`src/rtl/jt12_wr_sched.sv`:
```
// Queues {part,reg,data} writes and replays them to jt12_top as an addr then a data strobe, then waits out busy. A push into an empty FIFO strobes on the next cen edge; req_ready drops when full.
// `JT12_WR_TIMEOUT_EN adds a bounded busy wait (BUSY_TIMEOUT) with a sticky timeout flag.
module jt12_wr_sched #(
  parameter int DEPTH_LOG2   = 4,
  parameter int MIN_GAP      = 2,
  parameter int BUSY_TIMEOUT = 255
) (
  input  logic                  clk,
  input  logic                  rst_n,
  input  logic                  cen,
  input  logic                  flush,
  input  logic                  req_valid,
  output logic                  req_ready,
  input  logic                  req_part,
  input  logic [7:0]            req_reg,
  input  logic [7:0]            req_data,
  output logic [1:0]            fm_addr,
  output logic [7:0]            fm_din,
  output logic                  fm_cs_n,
  output logic                  fm_wr_n,
  input  logic [7:0]            fm_dout,
  output logic [DEPTH_LOG2:0]   level,
  output logic                  idle,
  output logic                  timeout
);
  localparam int DEPTH = 1 << DEPTH_LOG2;
  localparam logic [DEPTH_LOG2:0] FULL = (DEPTH_LOG2+1)'(DEPTH);
  localparam int GW = (MIN_GAP > 1) ? $clog2(MIN_GAP) : 1;
  localparam logic [GW-1:0] GAP_LAST = (MIN_GAP > 0) ? GW'(MIN_GAP - 1) : '0;

  typedef enum logic [2:0] {S_IDLE, S_ADDR, S_DATA, S_GAP, S_POLL} state_t;
  state_t state, state_nx;

  logic [16:0]           mem [DEPTH];
  logic [DEPTH_LOG2-1:0] wr_ptr, rd_ptr;
  logic [16:0]           head;
  logic [DEPTH_LOG2:0]   level_nx;
  logic                  push, pop, busy, poll_expire;
  logic                  h_part;
  logic [7:0]            h_data;
  logic [GW-1:0]         gap_cnt;
  logic                  unused_dout;

  assign req_ready   = (level != FULL);
  assign push        = req_valid & req_ready;
  assign busy        = fm_dout[7];
  assign head        = mem[rd_ptr];
  assign unused_dout = ^fm_dout[6:0];
  assign level_nx    = flush ? '0 :
                       level + {{DEPTH_LOG2{1'b0}}, push} - {{DEPTH_LOG2{1'b0}}, pop};

  // Leaving POLL with work queued pops straight into ADDR, skipping IDLE.
  always_comb begin
    state_nx = state;
    pop      = 1'b0;
    if (cen) begin
      case (state)
        S_IDLE: if (level != '0) begin
          state_nx = S_ADDR;
          pop      = 1'b1;
        end
        S_ADDR: state_nx = S_DATA;
        S_DATA: state_nx = S_GAP;
        S_GAP:  if (gap_cnt == GAP_LAST) state_nx = S_POLL;
        S_POLL: if (poll_expire) begin
          state_nx = S_IDLE;
        end else if (!busy) begin
          if (level != '0) begin
            state_nx = S_ADDR;
            pop      = 1'b1;
          end else begin
            state_nx = S_IDLE;
          end
        end
        default: state_nx = S_IDLE;
      endcase
    end
  end

  always_ff @(posedge clk) begin
    if (push) mem[wr_ptr] <= {req_part, req_reg, req_data};
  end

  always_ff @(posedge clk or negedge rst_n) begin
    if (!rst_n) begin
      state   <= S_IDLE;
      wr_ptr  <= '0;
      rd_ptr  <= '0;
      level   <= '0;
      idle    <= 1'b1;
      gap_cnt <= '0;
      h_part  <= 1'b0;
      h_data  <= '0;
      fm_addr <= '0;
      fm_din  <= '0;
      fm_cs_n <= 1'b1;
      fm_wr_n <= 1'b1;
    end else begin
      state <= state_nx;
      level <= level_nx;
      idle  <= (level_nx == '0) && (state_nx == S_IDLE);
      if (flush) begin
        wr_ptr <= '0;
        rd_ptr <= '0;
      end else begin
        if (push) wr_ptr <= wr_ptr + 1'b1;
        if (pop)  rd_ptr <= rd_ptr + 1'b1;
      end
      if (pop) begin
        h_part <= head[16];
        h_data <= head[7:0];
      end
      // Outputs only move on cen edges so a strobe holds through cen=0 stretches.
      if (cen) begin
        gap_cnt <= (state == S_GAP && state_nx == S_GAP) ? gap_cnt + 1'b1 : '0;
        fm_cs_n <= 1'b1;
        fm_wr_n <= 1'b1;
        case (state_nx)
          S_ADDR: begin
            fm_addr <= {head[16], 1'b0};
            fm_din  <= head[15:8];
            fm_cs_n <= 1'b0;
            fm_wr_n <= 1'b0;
          end
          S_DATA: begin
            fm_addr <= {h_part, 1'b1};
            fm_din  <= h_data;
            fm_cs_n <= 1'b0;
            fm_wr_n <= 1'b0;
          end
          S_GAP, S_POLL: fm_addr <= {h_part, 1'b0};
          default: ;
        endcase
      end
    end
  end

`ifdef JT12_WR_TIMEOUT_EN
  localparam int TW = (BUSY_TIMEOUT > 1) ? $clog2(BUSY_TIMEOUT) : 1;
  logic [TW-1:0] poll_cnt;

  assign poll_expire = (state == S_POLL) && busy && (poll_cnt == TW'(BUSY_TIMEOUT - 1));

  always_ff @(posedge clk or negedge rst_n) begin
    if (!rst_n) begin
      poll_cnt <= '0;
      timeout  <= 1'b0;
    end else if (cen) begin
      poll_cnt <= (state == S_POLL && state_nx == S_POLL) ? poll_cnt + 1'b1 : '0;
      if (poll_expire) timeout <= 1'b1;
    end
  end
`else
  localparam int unused_busy_timeout = BUSY_TIMEOUT;
  assign poll_expire = 1'b0;
  assign timeout     = 1'b0;
`endif

endmodule
```
`config.mk`:
```
export PLATFORM = sky130hd
export DESIGN_NAME = jt12_wr_sched
export DESIGN_NICKNAME = d
export VERILOG_FILES = /design/src/rtl/jt12_wr_sched.sv
export SDC_FILE = /design/constraint.sdc
export NUM_CORES = 1
export LEC_CHECK = 0
export BUFFER_PORTS_ARGS = -buffer_cell sky130_fd_sc_hd__buf_2
export CAP_MARGIN = 20
export CORE_UTILIZATION = 38
export CTS_BUF_LIST = sky130_fd_sc_hd__clkbuf_8
export DETAILED_ROUTE_END_ITERATION = 6
export PLACE_DENSITY_LB_ADDON = 0.15
export SYNTH_ARGS = -nofsm -noshare
export SYNTH_HDL_FRONTEND = slang
export SYNTH_SLANG_ARGS = --single-unit
```
`constraint.sdc`:
```
create_clock -name clk -period 3.39 [get_ports clk]
set_clock_uncertainty 0.1 [all_clocks]
set_input_delay 0.339 -clock clk [delete_from_list [all_inputs] [get_ports clk]]
set_output_delay 0.339 -clock clk [all_outputs]
set_load 0.1 [all_outputs]
```
# --- After elaboration in Yosys (flattened, before gate mapping) ---
# Memories as Yosys holds them, arrays and structs flattened.
# Cells that the tools add are included.
op_classes:
  n_shift: 0
  mul: 0
  n_reduce_logical: 14
  n_lt_le_gt_ge: 0
  addsub: 5
  n_eq_ne: 9
  n_div: 0
  bitwise_logic: 1
  muxes: 21
ops:
  columns: ["op", "count"]
  rows:
  - ["4-bit 2-to-1 mux", 4]
  - ["8-bit one-hot mux with 2 select lines", 1]
  - ["3-bit one-hot mux with 5 select lines", 1]
  - ["3-bit by 2-bit == test with 1-bit output, second input constant", 4]
  - ["3-bit 2-to-1 mux", 4]
  - ["4-bit by 1-bit adder with 4-bit output, second input constant", 2]
  - ["1-bit 2-to-1 mux", 8]
  - ["3-bit by 1-bit == test with 1-bit output, second input constant", 2]
  - ["3-bit == test, second input constant", 2]
  - ["3-bit zero test", 2]
  - ["2-bit one-hot mux with 3 select lines", 1]
  - ["2-bit nonzero test", 3]
  - ["5-bit by 1-bit adder with 5-bit output", 1]
  - ["5-bit zero test", 1]
  - ["5-bit 2-to-1 mux", 1]
  - ["5-bit != test, second input constant", 1]
  - ["5-bit nonzero test", 1]
  - ["5-bit by 1-bit subtractor with 5-bit output", 1]
  - ["2-bit AND reduction", 2]
  - ["2-bit OR reduction", 2]
  - ["3-bit nonzero test", 1]
  - ["1-bit logical AND", 2]
  - ["1-bit one-hot mux with 2 select lines", 1]
  - ["1-bit adder, second input constant", 1]
  - ["1-bit bitwise AND", 1]
word_totals:
  ram_bits: 272
  latch_bits: 0
  out_inout_bits: 20
  regBits: 38
  mem_count: 1
  elab_cells: 62
  mem_bits_ro: 0
mem_list:
  columns: ["memory", "depth", "word_bits", "read_ports", "rd_clocked_by_memory_dff", "wr", "line_no", "rtl"]
  rows:
  - ["mem", 16, 17, 1, 0, 1, "34", "logic [16:0] mem [DEPTH];"]

# --- Longest topological paths before layout ---
depth:
  word_depth: 9
  depth_mapped: 16

# --- Worst setup path before layout ---
# OpenSTA, ideal clock, no wires.
synth_timing:
  path_type: "register to register"
  from: "reg level[2]"
  to: "mem mem[0][0], enable pin"
  path_buffers: 1
  synth_period_minus_slack_ps: 4880
  setup_ps: 435
  stages_incl_launch_ff: 8
  path_slack_ps: -1490
  t_arrival_ps: 4345
  path_cell_list: "dfrtp_1 > inv_1 > ha_1 > nand3_1 > and2_1 > clkbuf_1 > inv_1 > nor4_1"
synth_via:
  elab_chain_cells: 4
synth_lines:
  columns: ["element", "line_no", "rtl"]
  rows:
  - ["from (decl)", "22", "output logic [DEPTH_LOG2:0] level,"]
  - ["from (signal assigned)", "100", "level <= level_nx;"]
  - ["5-bit != test", "44", "assign req_ready = (level != FULL);"]
  - ["net req_ready", "13", "output logic req_ready,"]
  - ["1-bit bitwise AND", "45", "assign push = req_valid & req_ready;"]
  - ["1-bit 2-to-1 mux", "81", "if (push) mem[wr_ptr] <= {req_part, req_reg, req_data};"]
  - ["1-bit 2-to-1 mux (implied by the code)", "81", null]
  - ["to (decl)", "34", null]
# The timed path passes the listed nets, and every way through them passes these cells.

# --- Final worst setup path ---
layout_timing:
  from: "reg level[3]"
  to: "reg idle"
layout_via:
  elab_chain_cells: 9
  elab_cells_between_ends: 18
layout_lines:
  columns: ["element", "line_no", "rtl"]
  rows:
  - ["branches (longest 5 deep; another with 5-bit by 1-bit adder with 5-bit output)", null, null]
  - ["5-bit by 1-bit subtractor with 5-bit output *", "50", "level + {{DEPTH_LOG2{1'b0}}, push} - {{DEPTH_LOG2{1'b0}}, pop};"]
  - ["5-bit 2-to-1 mux *", "49", "assign level_nx = flush ? '0 :"]
  - ["net level_nx[1]", "37", "logic [DEPTH_LOG2:0] level_nx;"]
  - ["5-bit zero test *", "101", "idle <= (level_nx == '0) && (state_nx == S_IDLE);"]
  - ["1-bit logical AND *", "101", null]
  - ["to (signal assigned)", "101", null]
  - ["to (decl)", "23", "output logic idle,"]
# Mark *: on every way through the listed nets, which the timed path passes.
# A chain may end at the register's enable or synchronous reset.

==> flow_metrics.env <==
export IMPL_cts_tree="built"
export IMPL_arrival_ps=3640
export IMPL_report_final_slew_viol_count=0
export IMPL_peakVddDrop_mv=0.385
export IMPL_hold_start="req_reg[1]"
export IMPL_seq_area_um2=9140
export IMPL_hold_class="input port to register"
export IMPL_fin_cells=1120
export IMPL_fin_crit_ps=3270
export IMPL_grt_pass1_wl_um=41000
export IMPL_vias=5882
export IMPL_nets=721
export IMPL_max_slew_margin_pct=35.1
export IMPL_cts_buffers=51
export IMPL_place_inst=1026
export IMPL_grt_pass1_vias=6468
export IMPL_worstPathMaxFanout=4
export IMPL_cts_setup_buffers=0
export IMPL_die_x_um=182
export IMPL_rows=65
export IMPL_core_area_um2=31700
export IMPL_syn_area_um2=12300
export IMPL_timing_rr_start="level[3]"
export IMPL_worst_path_buf_inv=3
export IMPL_setup_tns_ps=0
export IMPL_clock_latency_ps=560
export IMPL_htree_levels=2
export IMPL_end_kind="register"
export IMPL_final_common_cell="edfxtp_1"
export IMPL_via_per_inst=5.25
export IMPL_timing_worst_setup_path_type="register to register"
export IMPL_die_area_um2=33100
export IMPL_crit_slowest_cell="or4_4"
export IMPL_antenna_found_initial=0
export IMPL_initial_core_util_pct=38.8
export IMPL_ant_nets=0
export IMPL_grt_start_max_net_pins=72
export IMPL_crit_required_ps=3760
export IMPL_drive_gt1_share_pct=38.7
export IMPL_root_buffer="clkbuf_8"
export IMPL_run_status="complete, no violations"
export IMPL_critical_path_most_common_cell="ha_4"
export IMPL_yosysTopAreaCellShare_pct=66.4
export IMPL_power_leakage_nw=4.72
export IMPL_tightest_slew_ps=974
export IMPL_synth_seq_area_share_pct=74.1
export IMPL_drv_cap=0
export IMPL_drc_errors=0
export IMPL_die_h_um=182
export IMPL_finalCritPeriodShare_pct=96.4
export IMPL_cp_depth=12
export IMPL_grt_overflow=0
export IMPL_finalSetupViolCount=0
export IMPL_regToRegSetupSlack_ps=120
export IMPL_critPathTopFamily="simple AND/OR/NAND/NOR gates"
export IMPL_n_antenna_cell=0
export IMPL_grt_total_usage_pct=17.1
export IMPL_reg2reg_to="idle"
export IMPL_drtIter0Drc=393
export IMPL_cts_sinks=310
export IMPL_cts_clk_slew_worst_paths_ps=60
export IMPL_synth_seq_cells=310
export IMPL_whs_ps=45.3
export IMPL_clockBufferDepth=3
export IMPL_yosys_area_top_type="edfxtp_1"
export IMPL_ys_warn_count=0
export IMPL_routed_wl_um=27300
export IMPL_cpPeakStageDelay_ps=520
export IMPL_endpoint="idle"
export IMPL_fmax_mhz=306
export IMPL_cp_start_kind="register"
export IMPL_syn_to_final_growth_pct=16.3
export IMPL_layout_common_cells="edfxtp_1, mux4_2, clkbuf_8"
export IMPL_synth_nets=621
export IMPL_r2r_cells=12
export IMPL_dpl_hpwl_um=15800
export IMPL_boundaryPins=50
export IMPL_port_buffers=41
export IMPL_multi_input_area_um2=3110
export IMPL_syn_instance_count=579
export IMPL_place_congestion=0.756
export IMPL_synth_area_leaders="edfxtp_1, mux4_2, dfrtp_1"
export IMPL_fill_cells=2704
export IMPL_avgRoutedWirePerCell_um=24.4
export IMPL_power_density_nw_per_um2=706
export IMPL_synth_distinct_cells=41
export IMPL_first_pass_iters=4
export IMPL_syn_area_per_cell_um2=21.2
export IMPL_final_hold_viol_count=0
export IMPL_rsz0062_at_grt="false"
export IMPL_startpoint="level[3]"
export IMPL_crit_chain="inv_4 -> ha_4 -> or4b_4 -> nand3_4 -> inv_4 -> ha_4 -> inv_2 -> ha_4 -> fa_2 -> nor2b_1 -> or4_4 -> nor4_2"
metal layers:
| metal | track usage [%] | wire, um | vias to the layer above |
|---|---|---|---|
| li1 | - | - | 2559 |
| met1 | 22.7 | 11600 | 3134 |
| met2 | 29.0 | 13800 | 149 |
| met3 | 3.01 | 1350 | 40 |
| met4 | 5.14 | 531 | 0 |
| met5 | 0 | 0 | - |
area by class of cell:
class	instances	share of cell area, %
flip-flops and latches	310	63.9
multi-input cells	224	21.8
clock buffers	54	5.20
repair buffers	76	3.83
well taps	402	3.52
clock inverters	38	1.27
inverters	16	0.507
state kept, by name, indices dropped and copies added, names as in the netlist:
register and count:
mem 272, fm_din 8, h_data 8, level 5, rd_ptr 4, wr_ptr 4
state 3, fm_addr 2, fm_wr_n 1, gap_cnt 1, h_part 1, idle 1
kinds of logic (layout without fill, tap and decap cells):
logic type                 Yosys count  after routing  synth area share, %
DFF                                310            310                 74.1
AOI/OAI and AO/OA                   23             23                 1.29
adders and majority gates           12             12                 1.28
xor gates and xnor gates            11             11                0.783
muxes                              113            113                 18.0
other                                1              1               0.0305
and+or+nand+nor                     64             64                 2.70
buffers and inverters               45            184                 1.79
worst min-delay path by stage:
stage	to	cells past startpoint
2_1_floorplan	fm_addr[0]	0
3_3_place_gp	fm_wr_n	2
3_5_place_dp	fm_wr_n	2
4_1_cts	mem[10][9]	1
5_1_grt	mem[10][9]	1
6_report	mem[10][9]	1
repair_timing:
action                     4_1_cts  5_1_grt
gates resized for setup          0        3
hold buffers                     2        0
hold endpoints to repair        38        0
setup endpoints to repair        1        1
pin swaps                        1        0
where the power goes:
part / switching (mW) / internal, mW
combinational: 1.60 / 0.870
clock: 1.42 / 1.54
sequential: 0.209 / 4.47
metrics by stage:
stage | area (um2) | util [%] | worst slack (ps) | power [mW]
after detailed placement | 13300 | 42.1 | -10.5 | 7.22
after floorplan | 12400 | - | -164 | 6.61
final | 14300 | 45.1 | 121 | 10.1
after global routing | 14300 | 45.1 | 8.38 | 10.6
after global placement | 13300 | 42.1 | 19.6 | 7.15
after CTS | 14300 | 45.1 | 61.2 | 10.2
synth_stat cells:
| cell | count |
|---|---|
| edfxtp_1 | 272 |
| mux4_2 | 84 |
| dfrtp_1 | 36 |
| mux2_2 | 25 |
| nor2_1 | 21 |
| inv_1 | 16 |
| clkbuf_1 | 15 |
| ha_1 | 11 |
| nand2_1 | 11 |
| and2_1 | 10 |
| a21oi_1 | 9 |
| xnor2_1 | 7 |
| buf_2 | 5 |
| buf_6 | 5 |
| nor4_1 | 5 |
| mux2i_1 | 4 |
| nand3_1 | 4 |
| nor2b_1 | 4 |
| xor2_1 | 4 |
| a211oi_1 | 2 |
| a21o_1 | 2 |
| a31oi_1 | 2 |
| buf_1 | 2 |
| buf_4 | 2 |
| dfstp_2 | 2 |
| nand4_1 | 2 |
| o21ai_0 | 2 |
| o21ai_1 | 2 |
| a211oi_4 | 1 |
| a221oi_2 | 1 |
| conb_1 | 1 |
| fa_1 | 1 |
| nand2b_1 | 1 |
| nand4bb_1 | 1 |
| nor2_4 | 1 |
| nor3b_1 | 1 |
| o211a_1 | 1 |
| o22ai_1 | 1 |
| or3_1 | 1 |
| or4_1 | 1 |
| or4b_1 | 1 |
No activity file was read; power rests on OpenSTA's default activity.
